File: config.mk
export PLATFORM = sky130hd
export DESIGN_NAME = swap_loader
export DESIGN_NICKNAME = d
export VERILOG_FILES = /design/src/rtl/swap_loader.sv
export SDC_FILE = /design/constraint.sdc
export NUM_CORES = 1
export LEC_CHECK = 0
export ABC_AREA = 1
export BUFFER_PORTS_ARGS = -buffer_cell sky130_fd_sc_hd__clkbuf_2
export CAP_MARGIN = 40
export CORE_MARGIN = 1.5
export CORE_UTILIZATION = 49
export DETAILED_ROUTE_END_ITERATION = 10
export PLACE_DENSITY = 0.75
export SLEW_MARGIN = 40
export SYNTH_ARGS = -nofsm -noshare
export SYNTH_HDL_FRONTEND = slang
export SYNTH_SLANG_ARGS = --single-unit
export TNS_END_PERCENT = 100
File: constraint.sdc
create_clock -name Clock -period 1.7 [get_ports Clock]
set_clock_uncertainty 0.2 [all_clocks]
set_input_delay 0.425 -clock Clock [delete_from_list [all_inputs] [get_ports Clock]]
set_output_delay 0.425 -clock Clock [all_outputs]
set_load 0.02 [all_outputs]
File: src/rtl/swap_loader.sv
// swap_loader: upstream sequencer for the 3-register bus swap unit.
// Takes three words over a valid/ready stream and writes them into R1/R2/R3
// through the external tri-state path. It then requests a swap with w and
// waits for Done. Completion is reported with Complete and counted in SwapCnt.
// A missing Done is reported by raising Error until err_clr is asserted.
module swap_loader #(
  parameter int N       = 8,
  parameter int TIMEOUT = 8
) (
  input  logic         Clock,
  input  logic         Resetn,
  input  logic         in_valid,
  output logic         in_ready,
  input  logic [N-1:0] in_data,
  output logic [N-1:0] Data,
  output logic         Extern,
  output logic         RinExt1,
  output logic         RinExt2,
  output logic         RinExt3,
  output logic         w,
  input  logic         Done,
  output logic         Complete,
  output logic         Error,
  input  logic         err_clr,
  output logic [7:0]   SwapCnt
);

  // The WAIT counter only has to reach TIMEOUT-1.
  localparam int CW = (TIMEOUT > 2) ? $clog2(TIMEOUT) : 1;
  localparam logic [CW-1:0] CNT_LAST = CW'(TIMEOUT - 1);
  localparam logic [CW-1:0] CNT_ONE  = CW'(1);
  localparam logic [CW-1:0] CNT_ZERO = CW'(0);

  typedef enum logic [2:0] {
    LOAD1 = 3'd0,
    LOAD2 = 3'd1,
    LOAD3 = 3'd2,
    GO    = 3'd3,
    WAIT  = 3'd4,
    FIN   = 3'd5,
    ERR   = 3'd6
  } state_t;

  state_t        state_r;
  state_t        next_state_s;
  logic [CW-1:0] cnt_r;
  logic [CW-1:0] cnt_next_s;
  logic          accept_s;

  // A word is taken only in a LOAD state when upstream presents one.
  assign accept_s = in_valid & in_ready;

  // State and WAIT timeout counter registers.
  always_ff @(posedge Clock or negedge Resetn) begin
    if (!Resetn) begin
      state_r <= LOAD1;
      cnt_r   <= CNT_ZERO;
    end else begin
      state_r <= next_state_s;
      cnt_r   <= cnt_next_s;
    end
  end

  // Next-state logic and the Moore outputs that decode from the state.
  always_comb begin
    next_state_s = state_r;
    cnt_next_s   = cnt_r;
    in_ready     = 1'b0;
    w            = 1'b0;
    Complete     = 1'b0;
    Error        = 1'b0;
    case (state_r)
      LOAD1: begin
        in_ready = 1'b1;
        if (in_valid) begin
          next_state_s = LOAD2;
        end else begin
          next_state_s = LOAD1;
        end
      end
      LOAD2: begin
        in_ready = 1'b1;
        if (in_valid) begin
          next_state_s = LOAD3;
        end else begin
          next_state_s = LOAD2;
        end
      end
      LOAD3: begin
        in_ready = 1'b1;
        if (in_valid) begin
          next_state_s = GO;
        end else begin
          next_state_s = LOAD3;
        end
      end
      GO: begin
        // The R3 drive pulse is still on the bus during this cycle.
        w            = 1'b1;
        next_state_s = WAIT;
        cnt_next_s   = CNT_ZERO;
      end
      WAIT: begin
        if (Done) begin
          next_state_s = FIN;
        end else if (cnt_r == CNT_LAST) begin
          next_state_s = ERR;
        end else begin
          cnt_next_s = cnt_r + CNT_ONE;
        end
      end
      FIN: begin
        Complete     = 1'b1;
        next_state_s = LOAD1;
      end
      ERR: begin
        Error = 1'b1;
        if (err_clr) begin
          next_state_s = LOAD1;
        end else begin
          next_state_s = ERR;
        end
      end
      default: begin
        next_state_s = LOAD1;
        cnt_next_s   = CNT_ZERO;
      end
    endcase
  end

  // Bus drive flops. Each accept produces a single-cycle Extern and RinExtk pulse.
  // Data keeps the last accepted word between accepts.
  always_ff @(posedge Clock or negedge Resetn) begin
    if (!Resetn) begin
      Data    <= '0;
      Extern  <= 1'b0;
      RinExt1 <= 1'b0;
      RinExt2 <= 1'b0;
      RinExt3 <= 1'b0;
    end else begin
      Extern  <= 1'b0;
      RinExt1 <= 1'b0;
      RinExt2 <= 1'b0;
      RinExt3 <= 1'b0;
      if (accept_s) begin
        Data   <= in_data;
        Extern <= 1'b1;
        case (state_r)
          LOAD1:   RinExt1 <= 1'b1;
          LOAD2:   RinExt2 <= 1'b1;
          LOAD3:   RinExt3 <= 1'b1;
          default: Extern  <= 1'b0;
        endcase
      end
    end
  end

  // Completed-swap counter. It advances once per FIN and wraps modulo 256.
  always_ff @(posedge Clock or negedge Resetn) begin
    if (!Resetn) begin
      SwapCnt <= 8'd0;
    end else if (state_r == FIN) begin
      SwapCnt <= SwapCnt + 8'd1;
    end
  end

endmodule
==> metrics <==
Post-Syn Area 0.001185 mm^2; vias in the first global route ~1100; Clock Tree Root clkbuf_4; post-route cell area 0.001617 mm^2; Layout Nets 209; I/O pin cnt 37; crit end category output pin; CP top delay family flip-flops; Fillers 180; Clock Latency Late Sink 0.33 ns; MaxCap Viol Count 0; Async SR Flop Fraction 1.000; Hold Path Class primary input to flip-flop; Mapped Cells 139; first-pass GRT wire length 4.395 mm; gpl congestion around 0.76; Vias 1076; ANT cells 0; most common cell in the synthesized netlist nand2_1; Pins Over Slew Limit 0; DRC Markers 0; largest net degree at the start of global routing 27; critical path depth 4; Antenna Nets Post-Route 0; core area 0.002255 mm^2; placed cell area 0.001423 mm^2; cell row count 17; CP Buf/Inv Count 2; vias per inst approximately 5; leading area contributor after synthesis dfrtp_1; dpl hpwl 1.892 mm; Hold Fails Final Rpt 0; Layout area overhead 36.43%; clk buf depth 2; final WL 2.753 mm; post-DR wirelength/cell between 10 and 15 um; register bit count reported by yosys 26; setup_tns -0.3766 ns; main flop type after synthesis dfrtp_1; Worst setup SP type flip-flop; status finished, violations left; crit path max-delay cell type dfrtp_2; CTS Sinks 26; total power draw 2.562 mW; CTS tree yes; drt pass-1 iters 4; main combinational cell family by area after synthesis simple AND/OR/NAND/NOR gates; initial drt markers 21; Reg clk slew, reported paths 0.14 ns; Yosys cell types 21; post-synthesis xor/xnor area fraction 0.02957; Pleak between 0.9 and 1 nW; GRT overflow 0; RSZ-0062 raised after global routing yes; final hold slack approximately 0.081 ns; initial core utilization 0.5255; ranking of synthesized cells by area dfrtp_1 (55%), nand2_1 (18%), nand3_1 (3.8%); Die Footprint 0.002722 mm^2; failing checks setup timing; mean area per synthesized cell around 8.5 um^2; Die W 52.18 um; Seq/Total Area, Yosys 0.5491; slowest stage delay, CP ~0.49 ns; Placement Setup Slack between 0.1 and 0.15 ns; Slew @ Worst Pin 0.3231 ns; PD cells 1585 mW/mm^2; yosys warns 0; final period utilization 1.066; Final Critical Period 1.811 ns; Hold Path Depth 3; worst setup path category flip-flop to output pin; input/output buffers 36; die height 52.18 um; Synth Area in Compound Gates 0.02323; Slew headroom 0.7838; CP required 1.07 ns; critical path, cell by cell inv_4, nand2_4, nor2_8, buf_8; Yosys top cell area share 0.5491; Final WS setup -0.1115 ns; CTS buffer count 3; layout cell share with drive strength beyond 1 0.3542; Arr. time, crit path 1.19 ns; Worst VDD drop 1011 uV; Highest Clock Rate roughly 550 MHz; EDFF count, synth 0; number of antenna violations at the first check in global routing 0; adder-cell share of the synthesized area 0.03168; synthesized net count around 160; # H-tree levels 1; Synth top cells by count nand2_1 (58), dfrtp_1 (26), inv_1 (12); post-synthesis simple-gate area fraction 0.3168; multiplexer share of the synthesized area 0; Critical Path Fanout Max 5; Final setup viols 4; GRT Overall Usage 0.2219; FF-to-FF path depth 6
[power breakdown]
group          switching (mW)  internal (mW)  leakage (nW)
Clock                   0.188          0.239        0.0279
Sequential              0.180          0.831         0.334
Combinational           0.684          0.440         0.572
[tightest hold or removal path, delay by kind of cell]
family	cells	cell delay [ns]
buf+inv	1	0.07
simple gates	2	0.08
[sequential cells by signal, indices dropped and copies added (netlist names)]
signal,count
RinExt3,1
state_r,3
RinExt1,1
Data,8
Extern,1
RinExt2,1
SwapCnt,8
cnt_r,3
[repair_timing]
item                                    CTS  global route
hold buffers                              1             0
endpoints found under the setup margin    4            13
endpoints found under the hold margin    26             0
cloned                                    0             1
pin swaps                                 0             2
gates resized for setup                  17             6
buffers inserted                          5             3
[cell families (layout without fill, tap and decap cells)]
group | count (synthesis) | in the layout
adders and majority gates | 3 | 3
DFF | 26 | 26
buffers and inverters | 15 | 67
xor gates and xnor gates | 4 | 4
AOI/OAI and AO/OA | 5 | 5
and+or+nand+nor | 86 | 87
[final cells by class]
type | count | area [um^2] | share of cell area
clock inverters | 1 | 30.03 | 0.01858
multi-input cells | 99 | 505.5 | 0.3127
clock buffers | 3 | 22.52 | 0.01393
repair buffers | 48 | 307.8 | 0.1904
inverters | 15 | 61.31 | 0.03793
well taps | 28 | 35.03 | 0.02167
flip-flops and latches | 26 | 654.4 | 0.4048
[final timing paths]
path                                          end  slack (ns)                   start
min reg2reg                   Data[3]$_DFFE_PN0N_        0.31     Data[3]$_DFFE_PN0N_
min                           Data[4]$_DFFE_PN0N_        0.08              in_data[4]
max reg2reg                  cnt_r[0]$_DFFE_PN0P_        0.11    cnt_r[0]$_DFFE_PN0P_
max in group asynchronous  state_r[1]$_DFFE_PN0P_        0.64                  Resetn
min in group asynchronous  SwapCnt[6]$_DFFE_PN0P_        0.40                  Resetn
max                                      Complete       -0.11  state_r[1]$_DFFE_PN0P_
[placed cells by master, fill, tap and decap left out, drive strengths merged]
cell type / Yosys / routed
nand2: 61 / 62
clkbuf: 0 / 36
dfrtp: 26 / 26
inv: 15 / 15
buf: 0 / 14
nor2: 12 / 12
nand3: 9 / 9
xnor2: 3 / 3
ha: 3 / 3
o21ai: 3 / 3
nand4: 2 / 2
nor3: 1 / 1
a21oi: 1 / 1
xor2: 1 / 1
nand3b: 1 / 1
o211ai: 1 / 1
bufinv: 0 / 1
dlygate4sd3: 0 / 1
[per-stage QoR]
| stage | utilization | cells |
|---|---|---|
| floorplan | - | 139 |
| global placement | 0.6310 | 206 |
| detailed placement | 0.6310 | 206 |
| CTS | 0.7020 | 216 |
| global route | 0.7170 | 220 |
| finish | 0.7170 | 220 |
[layer usage]
layer	routed length [um]	GRT usage
met1	1152	0.2543
met2	1439	0.4030
met4	58	0.1068
met5	0	0
met3	102	0.03143
(Power assumes the default switching activity.)
